`src/rtl/change_dispenser_if.sv`:
```
// Handshake and status bundle for the change dispenser.
// The design drives the slave side; the stimulus side drives master.
interface change_dispenser_if;
    logic       start;
    logic [7:0] change_in;
    logic       abort;
    logic       out_money_fifty;
    logic       out_money_twenty;
    logic       out_money_ten;
    logic       out_money_five;
    logic       out_money_one;
    logic       busy;
    logic       done;
    logic [7:0] remaining;
    logic [3:0] coin_count;

    modport master (
        output start, change_in, abort,
        input  out_money_fifty, out_money_twenty, out_money_ten, out_money_five, out_money_one,
        input  busy, done, remaining, coin_count
    );

    modport slave (
        input  start, change_in, abort,
        output out_money_fifty, out_money_twenty, out_money_ten, out_money_five, out_money_one,
        output busy, done, remaining, coin_count
    );
endinterface

```
`src/rtl/change_dispenser.sv`:
```
// Greedy change dispenser: splits an amount into 50/20/10/5/1 pulses,
// one pulse per coin, separated by GAP_CYCLES idle cycles.
module change_dispenser #(
    parameter int unsigned GAP_CYCLES = 4
) (
    input  logic                sys_clk,
    input  logic                sys_rst_n,
    change_dispenser_if.slave   bus
);
    localparam int unsigned AMT_W = 8;
    localparam int unsigned CNT_W = 4;
    localparam int unsigned GAP_W = 4;
    localparam int unsigned DEN_W = 5;

    typedef enum logic [2:0] {S_IDLE, S_SELECT, S_PULSE, S_GAP, S_DONE} state_t;

    state_t             r_state, w_next_state;
    logic [AMT_W-1:0]   r_remaining, w_remaining;
    logic [AMT_W-1:0]   r_denom, w_denom, w_pick;
    logic [CNT_W-1:0]   r_coin_count, w_coin_count;
    logic [GAP_W-1:0]   r_gap_cnt, w_gap_cnt;
    logic [DEN_W-1:0]   r_pulse, w_pulse;   // {fifty, twenty, ten, five, one}
    logic               r_busy, w_busy;
    logic               r_done, w_done;

    // State register
    always_ff @(posedge sys_clk or negedge sys_rst_n) begin
        if (!sys_rst_n) r_state <= S_IDLE;
        else            r_state <= w_next_state;
    end

    // Next-state logic
    always_comb begin
        w_next_state = r_state;
        case (r_state)
            S_IDLE:   if (bus.start) w_next_state = (bus.change_in == '0) ? S_DONE : S_SELECT;
            S_SELECT: w_next_state = bus.abort ? S_IDLE : S_PULSE;
            S_PULSE:  w_next_state = bus.abort ? S_IDLE : S_GAP;
            S_GAP: begin
                if (bus.abort)               w_next_state = S_IDLE;
                else if (r_gap_cnt == '0)    w_next_state = (r_remaining == '0) ? S_DONE : S_SELECT;
            end
            S_DONE:   w_next_state = S_IDLE;
            default:  w_next_state = S_IDLE;
        endcase
    end

    // Next values for every registered output and datapath register
    always_comb begin
        w_remaining  = r_remaining;
        w_coin_count = r_coin_count;
        w_denom      = r_denom;
        w_gap_cnt    = r_gap_cnt;
        w_pulse      = '0;

        if      (r_remaining >= AMT_W'(50)) w_pick = AMT_W'(50);
        else if (r_remaining >= AMT_W'(20)) w_pick = AMT_W'(20);
        else if (r_remaining >= AMT_W'(10)) w_pick = AMT_W'(10);
        else if (r_remaining >= AMT_W'(5))  w_pick = AMT_W'(5);
        else if (r_remaining != '0)         w_pick = AMT_W'(1);
        else                                w_pick = '0;

        case (r_state)
            S_IDLE: begin
                if (bus.start) begin
                    w_remaining  = bus.change_in;
                    w_coin_count = '0;
                end
            end
            S_SELECT: w_denom = w_pick;
            // The pulse's bookkeeping completes even if abort is seen this cycle
            S_PULSE: begin
                if (r_denom <= r_remaining) w_remaining = r_remaining - r_denom;
                else                        w_remaining = '0;
                if (r_coin_count != '1) w_coin_count = r_coin_count + CNT_W'(1);
                w_gap_cnt = GAP_W'(GAP_CYCLES - 1);
            end
            S_GAP: if (r_gap_cnt != '0) w_gap_cnt = r_gap_cnt - GAP_W'(1);
            default: ;
        endcase

        if (w_next_state == S_PULSE) begin
            case (w_denom)
                AMT_W'(50): w_pulse = 5'b10000;
                AMT_W'(20): w_pulse = 5'b01000;
                AMT_W'(10): w_pulse = 5'b00100;
                AMT_W'(5):  w_pulse = 5'b00010;
                AMT_W'(1):  w_pulse = 5'b00001;
                default:    w_pulse = '0;
            endcase
        end

        w_busy = (w_next_state != S_IDLE);
        w_done = (w_next_state == S_DONE);
    end

    // Output and datapath registers
    always_ff @(posedge sys_clk or negedge sys_rst_n) begin
        if (!sys_rst_n) begin
            r_remaining  <= '0;
            r_coin_count <= '0;
            r_denom      <= '0;
            r_gap_cnt    <= '0;
            r_pulse      <= '0;
            r_busy       <= 1'b0;
            r_done       <= 1'b0;
        end else begin
            r_remaining  <= w_remaining;
            r_coin_count <= w_coin_count;
            r_denom      <= w_denom;
            r_gap_cnt    <= w_gap_cnt;
            r_pulse      <= w_pulse;
            r_busy       <= w_busy;
            r_done       <= w_done;
        end
    end

    assign bus.out_money_fifty  = r_pulse[4];
    assign bus.out_money_twenty = r_pulse[3];
    assign bus.out_money_ten    = r_pulse[2];
    assign bus.out_money_five   = r_pulse[1];
    assign bus.out_money_one    = r_pulse[0];
    assign bus.busy             = r_busy;
    assign bus.done             = r_done;
    assign bus.remaining        = r_remaining;
    assign bus.coin_count       = r_coin_count;
endmodule

```
`src/flat_wrapper.sv`:
```
// flat-port wrapper written by rule: the top's interface ports become plain ports
module change_dispenser_flat 
#(
    parameter int unsigned GAP_CYCLES = 4
)
  (sys_clk, sys_rst_n, bus_start, bus_change_in, bus_abort, bus_out_money_fifty, bus_out_money_twenty, bus_out_money_ten, bus_out_money_five, bus_out_money_one, bus_busy, bus_done, bus_remaining, bus_coin_count);
  change_dispenser_if bus_i ();
  input  logic sys_clk;
  input  logic sys_rst_n;
  input wire logic [$bits(bus_i.start)-1:0] bus_start;
  input wire logic [$bits(bus_i.change_in)-1:0] bus_change_in;
  input wire logic [$bits(bus_i.abort)-1:0] bus_abort;
  output wire logic [$bits(bus_i.out_money_fifty)-1:0] bus_out_money_fifty;
  output wire logic [$bits(bus_i.out_money_twenty)-1:0] bus_out_money_twenty;
  output wire logic [$bits(bus_i.out_money_ten)-1:0] bus_out_money_ten;
  output wire logic [$bits(bus_i.out_money_five)-1:0] bus_out_money_five;
  output wire logic [$bits(bus_i.out_money_one)-1:0] bus_out_money_one;
  output wire logic [$bits(bus_i.busy)-1:0] bus_busy;
  output wire logic [$bits(bus_i.done)-1:0] bus_done;
  output wire logic [$bits(bus_i.remaining)-1:0] bus_remaining;
  output wire logic [$bits(bus_i.coin_count)-1:0] bus_coin_count;
  assign bus_i.start = bus_start;
  assign bus_i.change_in = bus_change_in;
  assign bus_i.abort = bus_abort;
  assign bus_out_money_fifty = bus_i.out_money_fifty;
  assign bus_out_money_twenty = bus_i.out_money_twenty;
  assign bus_out_money_ten = bus_i.out_money_ten;
  assign bus_out_money_five = bus_i.out_money_five;
  assign bus_out_money_one = bus_i.out_money_one;
  assign bus_busy = bus_i.busy;
  assign bus_done = bus_i.done;
  assign bus_remaining = bus_i.remaining;
  assign bus_coin_count = bus_i.coin_count;
  change_dispenser #(.GAP_CYCLES(GAP_CYCLES)) u_core (.sys_clk(sys_clk), .sys_rst_n(sys_rst_n), .bus(bus_i));
endmodule
```
`config.mk`:
```
export PLATFORM = sky130hd
export DESIGN_NAME = change_dispenser_flat
export DESIGN_NICKNAME = d
export VERILOG_FILES = /design/src/rtl/change_dispenser_if.sv /design/src/rtl/change_dispenser.sv /design/src/flat_wrapper.sv
export SDC_FILE = /design/constraint.sdc
export NUM_CORES = 1
export LEC_CHECK = 0
export ABC_AREA = 1
export CORE_MARGIN = 2
export CORE_UTILIZATION = 49
export DETAILED_ROUTE_END_ITERATION = 16
export GPL_TIMING_DRIVEN = 0
export PLACE_DENSITY = 0.76
export RECOVER_POWER = 50
export SYNTH_ARGS = -nofsm -noshare
export SYNTH_HDL_FRONTEND = slang
export SYNTH_SLANG_ARGS = --single-unit
```
`constraint.sdc`:
```
create_clock -name sys_clk -period 1.7 [get_ports sys_clk]
set_clock_uncertainty 0.05 [all_clocks]
set_input_delay 0.34 -clock sys_clk [delete_from_list [all_inputs] [get_ports sys_clk]]
set_output_delay 0.34 -clock sys_clk [all_outputs]
set_load 0.02 [all_outputs]
```
==> results of run 1 <==
## registers in the layout (all words and copies together) (netlist names)
signal,flops
u_core.bus.remaining,8
u_core.bus.coin_count,4
u_core.r_gap_cnt,4
u_core.bus.done,1
u_core.r_state,3
u_core.bus.busy,1
u_core.r_pulse,5
u_core.r_denom,8
## synthesized netlist by cell type
master     instances
dfrtp_1           34
nand3b_1           3
fa_1               1
nand2_1           73
o21ai_2            1
a2bb2oi_1          1
nand2_2            1
xor2_1             3
ha_1              11
nand3_1           25
a22oi_1            4
a31oi_1            3
inv_1             55
buf_2              1
nor3_1             4
nor2_4             1
o211ai_1           1
o21ai_0           14
a21oi_1           11
inv_2              1
nand3_4            1
clkbuf_1           1
nor2_2             4
o31ai_1            1
nor2_1            35
a21boi_2           1
nand4_1            4
a21boi_0           1
## kinds of logic after synthesis
| kind of cell | synth area share [%] |
|---|---|
| fa+ha+maj | 7.38 |
| simple gates | 30.8 |
| buf+inv | 10.2 |
| flops | 39.8 |
| compound gates | 10.5 |
| xor+xnor | 1.23 |
## final cells by class
cell class,count,area share [%]
multi-input cells,204,44.0
clock buffers,6,2.89
clock inverters,2,2.10
repair buffers,34,11.0
plain buffers,2,0.350
flip-flops and latches,34,30.0
well taps,52,2.28
inverters,56,7.36
## path summary, 6_finish.rpt
path	start	endpoint	slack (ns)	cells after the start
max	u_core.bus.remaining[0]	u_core.bus.remaining[0]	-0.06	10
min	sys_rst_n	u_core.bus.remaining[1]	0.10	1
max reg2reg	u_core.bus.remaining[0]	u_core.bus.remaining[0]	-0.06	10
min reg2reg	u_core.r_gap_cnt[0]	u_core.r_gap_cnt[0]	0.45	1
max in group asynchronous	sys_rst_n	u_core.bus.remaining[5]	0.90	1
min in group sys_clk	u_core.r_gap_cnt[0]	u_core.r_gap_cnt[0]	0.45	1
## timing repair
| item | CTS | global route |
|---|---|---|
| endpoints found under the setup margin | 18 | 16 |
| pin swaps | 6 | 3 |
| setup buffers | 2 | 2 |
| gates resized for setup | 18 | 31 |
## where the power goes
part / total, mW / switching [mW] / internal (mW)
Clock: 0.924 / 0.298 / 0.626
Combinational: 3.31 / 2.00 / 1.31
Sequential: 1.39 / 0.316 / 1.08
Total: 5.63 / 2.62 / 3.01
## critical path, cell delays in order (launching register included)
cell	delay (ns)
dfrtp_2	0.42
inv_2	0.08
ha_4	0.13
inv_2	0.04
fa_2	0.35
nand3_2	0.09
nand2_4	0.07
nand2_2	0.08
nand3_4	0.12
nand3b_1	0.12
a22oi_1	0.06
## per-layer routing
layer  global-route usage (%)  up-vias  part of all wire, %
li1                         -     1017                    -
met3                     4.04       11                  4.3
met1                     28.4      958                   44
met2                     39.2       50                   50
met4                     5.34        0                  1.7
met5                        0        -                    0
## layout by cell type (no fill, tap or decap), drive strengths merged, types with 3 or more instances in the layout
cell / instances
dfrtp: 34
dlygate4sd2: 10
nand2: 74
xor2: 3
clkdlybuf4s50: 18
nor2: 40
inv: 56
clkbuf: 8
nor3: 4
a21oi: 11
nand3: 26
o21ai: 15
ha: 11
nand4: 4
a31oi: 3
a22oi: 4
buf: 5
nand3b: 3
## metrics by stage
step | cells | hold WS [ns] | setup WS [ns] | power [mW] | util (%)
4_1_cts | 388 | 0.105 | -0.0680 | 5.22 | 63.4
2_1_floorplan | 296 | -0.00559 | 0.00487 | 3.39 | -
3_5_place_dp | 378 | 0.416 | -0.123 | 4.25 | 59.2
5_1_grt | 390 | 0.185 | -0.138 | 6.12 | 67.0
3_3_place_gp | 378 | 0.417 | -0.578 | 4.16 | 59.4
6_report | 390 | 0.101 | -0.0556 | 5.63 | 67.0
==> reports/qor.yml, run 1 <==
die:
  die_w_um: 70.0
  number_of_standard_cell_rows_in_the_floorplan: 24
  core_um2: 4260
  initial_utilization_pct: 50.1
  boundaryPins: 31
  die_height_um: 70.0
  die_area_um2: 4910
routing:
  drt_pre_antenna_iters: 4
  finalWirelength_mm: 5.26
  number_of_drc_violations_after_detailed_routing: 0
  initial_drc_count: 194
  route.detailed.vias_per_inst: 5.22
  drt.antenna.violating_nets: 0
  routed-via-count: 2036
  wl_per_cell_um: 13.5
placement:
  placed_area_um2: 2530
  last_weighted_congestion_value_of_the_routability_driven_placer: 0.856
  detailedPlacementHpwl_mm: 3.88
  numPortBuffers: 30
logic_synthesis:
  synth_area_leader_cell: "dfrtp_1"
  biggest_area_contributors_in_the_synthesized_netlist: "dfrtp_1 (40%), nand2_1 (13%), inv_1 (9.7%)"
  netlist.area_leader.share_pct: 39.8
  syn-instance-count: 296
  syn_area_um2: 2140
  synth_seq_area_share_pct: 39.8
  ys.warnings.count: 0
  synth_fp_nets: 320
  post_synth.cell_area_avg_um2: 7.22
  ys_seq_elements: 34
  synth_cell_types: 28
sta:
  final.min_clock_period_ns: 1.76
  final_critical_path_setup_slack_ns: -0.0556
  post-route-period-util_pct: 103
  timing.final.setup_violations: 8
  final.setup.tns_ns: -0.258
  finalMaxSlewViolations: 0
  rsz0062_at_grt: "yes"
  fmax_mhz: 570
  tightestPinTransition_ns: 0.859
  timing.max_slew.rel_slack_pct: 42.7
  report.final.hold_viol_count: 0
worst_setup_path:
  timing.setup.critical_path_class: "register to register"
  cp_data_arrival_time_ns: 1.86
  path_max_fanout: 8
  crit_required_ns: 1.81
  worstSetupStartpointType: "register"
  critPathCaptureType: "register"
grt:
  overflow: 0
  grt_use_total_pct: 22.2
  grt_first_pass_wirelength_mm: 8.69
  first_global_vias: 1971
  grt_start_max_net_pins: 35
  antenna_found_initial: 0
clock_network:
  clock_sinks: 34
  cts.htree.levels: 2
  ctsLongestPathBuffers: 2
  cts_tree: "yes"
  worst_setup_hold_path_clk_slew_ns: 0.07
  cts-hold-fix-buffers: 0
  cts_inserted_buffers: 5
  cts_root_buf: "clkbuf_8"
  insertion_delay_ns: 0.28
finish:
  area.growth.synth_to_final_pct: 33.7
  design.final.nets: 361
  num_antenna_cells: 0
  finalInstanceArea_um2: 2860
  multi_input_combinational_cell_area_um2: 1260
  drive_gt1_share_pct: 18.0
  fillers: 370
  flip_flop_and_latch_area_um2: 857
run_status:
  status: "complete, but fails checks"
  violated_checks: "negative setup slack"
power_and_ir_drop:
  power_density_nw_per_um2: 1970
  power.leakage_nw: 1.41
  vdd.ir_drop.worst_v: 0.000982
job:
  timing.max_cap.violations: 0
hold_path:
  min-delay-path-class: "primary input to asynchronous set/reset pin"
No activity file was read; power rests on OpenSTA's default activity.
==> inputs of run 2 (changes only) <==
PLACE_DENSITY = 0.72   (was 0.76)
==> reports/qor.yml, run 2 (synthesis results as in run 1) <==
clock_network:
  clock_sinks: 34  # unchanged
  insertion_delay_ns: 0.29  # about the same
  cts_inserted_buffers: 5  # unchanged
  cts-hold-fix-buffers: 0  # unchanged
  cts_root_buf: "clkbuf_8"
  worst_setup_hold_path_clk_slew_ns: 0.07  # about the same
  cts.htree.levels: 2  # unchanged
  cts_tree: "yes"
  ctsLongestPathBuffers: 2  # unchanged
run_status:
  violated_checks: "negative setup slack"
  status: "complete, but fails checks"
worst_setup_path:
  worstSetupStartpointType: "register"
  rrSetupSlack_ns: -0.06  # about the same
  path_max_fanout: 8  # unchanged
  setup.worst_path.start: "u_core.bus.remaining[0]"
  timing.critical_path.to: "u_core.bus.remaining[7]"
  cp_data_arrival_time_ns: 1.88  # +0.02 ns
  crit_required_ns: 1.82  # about the same
  timing.setup.critical_path_class: "register to register"
  critical_register_to_register_path_endpoint: "u_core.bus.remaining[7]"
  rr_startpoint: "u_core.bus.remaining[0]"
  critPathCaptureType: "register"
  rr_worst_depth: 10  # unchanged
finish:
  layout_commonest_cell: "nand2_1"
  drive_gt1_share_pct: 19.0  # +1.0 points
  layout.cells.most_common_list: "nand2_1 (62), inv_1 (52), nor2_1 (32)"
  area.growth.synth_to_final_pct: 31.3
  design.final.nets: 360  # -0.28%
  final-instance-count-excl-fill: 388  # -0.51%
  num_antenna_cells: 0  # unchanged
  finalInstanceArea_um2: 2810  # -1.8%
die:
  die_area_um2: 4910  # unchanged
  number_of_standard_cell_rows_in_the_floorplan: 24  # unchanged
  die_w_um: 70.0  # unchanged
  boundaryPins: 31  # unchanged
  die_height_um: 70.0  # unchanged
  core_um2: 4260  # unchanged
  initial_utilization_pct: 50.1  # unchanged
power_and_ir_drop:
  power_density_nw_per_um2: 1900  # -3.6%
  power.leakage_nw: 1.39  # -1.6%
  vdd.ir_drop.worst_v: 0.00109  # +10%
grt:
  overflow: 0  # unchanged
  first_global_vias: 1907  # -3.2%
  grt_start_max_net_pins: 35  # unchanged
  antenna_found_initial: 0  # unchanged
  grt_use_total_pct: 22.2  # -0.054 points
  grt_first_pass_wirelength_mm: 8.60  # -1.0%
routing:
  route.detailed.vias_per_inst: 5.25  # +0.56%
  routed-via-count: 2037  # +0.049%
  initial_drc_count: 110  # -43%
  wl_per_cell_um: 13.7  # +1.6%
  finalWirelength_mm: 5.32  # +1.1%
  number_of_drc_violations_after_detailed_routing: 0  # unchanged
  drt.antenna.violating_nets: 0  # unchanged
  drt_pre_antenna_iters: 4  # unchanged
sta:
  fmax_mhz: 567  # -0.42%
  final.min_clock_period_ns: 1.76  # +0.00747 ns
  report.final.hold_viol_count: 0  # unchanged
  post-route-period-util_pct: 104  # +0.44 points
  finalMaxSlewViolations: 0  # unchanged
  final_critical_path_setup_slack_ns: -0.0631  # -0.00747 ns
  rsz0062_at_grt: "yes"
  tightestPinTransition_ns: 0.861  # +0.00229 ns
  timing.max_slew.rel_slack_pct: 42.6  # -0.15 points
  timing.final.setup_violations: 8  # unchanged
placement:
  placed_area_um2: 2530  # unchanged
  detailedPlacementHpwl_mm: 3.80  # -2.0%
  last_weighted_congestion_value_of_the_routability_driven_placer: 0.854  # -0.20%
  place.detailed.instances: 378  # unchanged
  numPortBuffers: 30  # unchanged
job:
  timing.max_cap.violations: 0  # unchanged
hold_path:
  min-delay-path-class: "primary input to asynchronous set/reset pin"
run 2: cell types whose count changed in the layout (fill, tap and decap cells not counted), moves of 2 or more:
cell       previous run  this run
clkinv_2              0         2
bufinv_16             2         0
nand2_1              66        62
nand2_4               1         3
nand2_2               7         9
run 2: area by class of cell:
class                      count  area (µm²)
fill                         378        1460
multi-input combinational    204        1280
sequential                    34         857
timing repair buffer          33         308
inverter                      56         210
clock buffer                   5        68.8
tap                           52        65.1
clock inverter                 2        10.0
buffer                         2        10.0
run 2: critical path, cell delays in order, from the launching register on:
cell	delay, ns
dfrtp_2	0.42
inv_2	0.08
ha_4	0.12
inv_2	0.04
fa_2	0.36
nand3_2	0.09
nand2_4	0.08
nand2_4	0.08
nand3_4	0.12
nand4_1	0.13
a21oi_2	0.07
run 2: how the worst min path moves through the flow:
| stage | endpoint | slack, ns | cells after the start |
|---|---|---|---|
| 2_1_floorplan | u_core.bus.busy | -0.006 | 0 |
| 3_3_place_gp | u_core.r_gap_cnt[0] | 0.42 | 1 |
| 3_5_place_dp | u_core.r_gap_cnt[2] | 0.41 | 1 |
| 4_1_cts | u_core.bus.remaining[4] | 0.11 | 1 |
| 5_1_grt | u_core.r_gap_cnt[0] | 0.19 | 1 |
| 6_report | u_core.bus.remaining[4] | 0.10 | 1 |
run 2: layer usage:
metal	vias to the layer above	wire (µm)	GRT usage (%)
met3	7	303	3.61
met2	54	2610	37.6
met4	0	61	7.05
met5	-	0	0
met1	960	2350	29.1
li1	1016	-	-
run 2: per-stage QoR:
stage / hold slack, ns / TNS, ns / setup slack, ns / utilization (%) / power, mW
CTS: 0.108 / -0.183 / -0.0534 / 62.0 / 4.88
detailed placement: 0.413 / -1.16 / -0.194 / 59.2 / 4.23
global placement: 0.418 / -17.85 / -0.618 / 59.4 / 4.18
finish: 0.104 / -0.342 / -0.0631 / 65.8 / 5.33
floorplan: -0.00559 / 0 / 0.00487 / - / 3.39
global route: 0.188 / -0.973 / -0.123 / 65.8 / 5.79
run 2: what timing repair did:
| item | CTS | global route |
|---|---|---|
| setup endpoints to repair | 18 | 17 |
| setup buffers | 1 | 2 |
| resized for setup | 18 | 39 |
| pin swaps | 4 | 10 |
| cloned | 0 | 0 |
| hold endpoints to repair | 0 | 0 |
run 2: report_power, final:
part	switching [mW]	internal [mW]
Combinational	2.06	1.32
Sequential	0.303	1.08
Clock	0.291	0.275
Total	2.65	2.68
==> inputs of run 3 (changes only) <==
CTS_CLUSTER_SIZE = 12   (was default)
PLACE_DENSITY = 0.77   (was 0.72)
==> reports/qor.yml, run 3 (synthesis results as in run 1) <==
placement:
  detailedPlace.worstSlack_ns: -0.147  # +0.0471 ns
  numPortBuffers: 30  # unchanged
  place.detailed.instances: 378  # unchanged
  last_weighted_congestion_value_of_the_routability_driven_placer: 0.867  # +1.5%
  detailedPlacementHpwl_mm: 3.82  # +0.39%
clock_network:
  clock_sinks: 34  # unchanged
  cts_inserted_buffers: 5  # unchanged
  worst_setup_hold_path_clk_slew_ns: 0.07  # about the same
  cts.htree.levels: 2  # unchanged
  cts-hold-fix-buffers: 0  # unchanged
  cts_tree: "yes"
  cts_root_buf: "clkbuf_8"
  insertion_delay_ns: 0.29  # about the same
  ctsLongestPathBuffers: 2  # unchanged
routing:
  drt_pre_antenna_iters: 5  # +1
  initial_drc_count: 104  # -5.5%
  routed-via-count: 2046  # +0.44%
  wl_per_cell_um: 13.5  # -1.8%
  number_of_drc_violations_after_detailed_routing: 0  # unchanged
  route.detailed.vias_per_inst: 5.22  # -0.58%
  finalWirelength_mm: 5.28  # -0.75%
  drt.antenna.violating_nets: 0  # unchanged
power_and_ir_drop:
  power_after_layout_mw: 5.49  # +3.0%
  power_density_nw_per_um2: 1930  # +1.7%
  power.leakage_nw: 1.41  # +1.4%
  vdd.ir_drop.worst_v: 0.00121  # +12%
sta:
  rsz0062_at_grt: "yes"
  tightestPinTransition_ns: 0.861  # -0.000760 ns
  post-route-period-util_pct: 104  # +0.61 points
  timing.final.setup_violations: 8  # unchanged
  finalMaxSlewViolations: 0  # unchanged
  final_critical_path_setup_slack_ns: -0.0735  # -0.0104 ns
  fmax_mhz: 564  # -0.59%
  report.final.hold_viol_count: 0  # unchanged
  timing.max_slew.rel_slack_pct: 42.6  # +0.051 points
  final.min_clock_period_ns: 1.77  # +0.0104 ns
grt:
  grt_start_max_net_pins: 35  # unchanged
  first_global_vias: 2010  # +5.4%
  grt_use_total_pct: 22.0  # -0.15 points
  antenna_found_initial: 0  # unchanged
  overflow: 0  # unchanged
  grt_first_pass_wirelength_mm: 8.71  # +1.4%
run_status:
  status: "complete, but fails checks"
  violated_checks: "negative setup slack"
worst_setup_path:
  path_max_fanout: 8  # unchanged
  critPathCaptureType: "register"
  cp_data_arrival_time_ns: 1.89  # about the same
  timing.setup.critical_path_class: "register to register"
  crit_required_ns: 1.81  # about the same
  worstSetupStartpointType: "register"
die:
  boundaryPins: 31  # unchanged
  initial_utilization_pct: 50.1  # unchanged
  die_area_um2: 4910  # unchanged
  die_height_um: 70.0  # unchanged
  number_of_standard_cell_rows_in_the_floorplan: 24  # unchanged
  die_w_um: 70.0  # unchanged
  core_um2: 4260  # unchanged
finish:
  design.final.nets: 363  # +0.83%
  num_antenna_cells: 0  # unchanged
  fillers: 354  # -6.3%
  layout.cells.most_common_list: "nand2_1 (64), inv_1 (52), nor2_1 (33)"
  drive_gt1_share_pct: 19.7  # +0.66 points
  area.growth.synth_to_final_pct: 32.9
  final-instance-count-excl-fill: 392  # +1.0%
  layout_commonest_cell: "nand2_1"
job:
  timing.max_cap.violations: 0  # unchanged
hold_path:
  min-delay-path-class: "primary input to asynchronous set/reset pin"
## run 3: changes by cell type in the layout (fill, tap and decap cells not counted), moves of 2 or more
cell,before,now
buf_4,3,6
clkbuf_8,5,8
clkinv_2,2,0
ha_4,7,5
nand2_1,62,64
nand2_2,9,7
nand3_1,18,16
nand3_2,6,8
## run 3: worst paths after layout
kind | start | to | cells after the start | slack (ns)
min in group sys_clk | u_core.r_gap_cnt[0] | u_core.r_gap_cnt[0] | 1 | 0.45
worst min register to register | u_core.r_gap_cnt[0] | u_core.r_gap_cnt[0] | 1 | 0.45
worst max-delay path | u_core.bus.remaining[0] | u_core.bus.remaining[7] | 10 | -0.07
worst min-delay path | sys_rst_n | u_core.bus.remaining[0] | 1 | 0.10
max in group asynchronous | sys_rst_n | u_core.bus.remaining[6] | 1 | 0.90
worst max register to register | u_core.bus.remaining[0] | u_core.bus.remaining[7] | 10 | -0.07
## run 3: final cells by class
| class | count | area, µm² | share of cell area, % |
|---|---|---|---|
| inverters | 56 | 210 | 7.40 |
| repair buffers | 36 | 328 | 11.5 |
| clock buffers | 8 | 110 | 3.88 |
| multi-input cells | 204 | 1260 | 44.4 |
| plain buffers | 2 | 10.0 | 0.352 |
| well taps | 52 | 65.1 | 2.29 |
| flip-flops and latches | 34 | 857 | 30.2 |
## run 3: critical path: stages (launching register included)
cell and delay (ns):
dfrtp_2 0.43, inv_2 0.08, ha_4 0.13, inv_2 0.04, fa_2 0.34, nand3_2 0.09, nand2_4 0.08, nand2_4 0.08
nand3_4 0.15, nand4_1 0.13, a21oi_2 0.06
## run 3: report_power, final
group | internal (mW) | switching (mW)
combinational | 1.33 | 2.08
clock | 0.409 | 0.299
sequential | 1.08 | 0.294
total | 2.81 | 2.68
## run 3: through the flow
step	area (µm²)	util (%)	TNS [ns]	hold slack, ns
6_report	2840	66.6	-0.436	0.101
4_1_cts	2720	63.7	-0.233	0.106
5_1_grt	2840	66.6	-1.06	0.179
3_3_place_gp	2530	59.4	-15.84	0.418
3_5_place_dp	2530	59.2	-1.04	0.411
2_1_floorplan	2170	-	0	-0.00559
## run 3: timing repair
action	in CTS	in global routing
buffers inserted	3	3
pin swaps	1	8
endpoints found under the setup margin	18	15
resized for setup	21	31
## run 3: routing by layer
layer	track usage [%]	part of all wire, %	vias up
met3	3.61	6.9	8
met5	0	0	-
met1	27.3	42	940
li1	-	-	1029
met2	40.2	50	69
met4	4.91	1.2	0
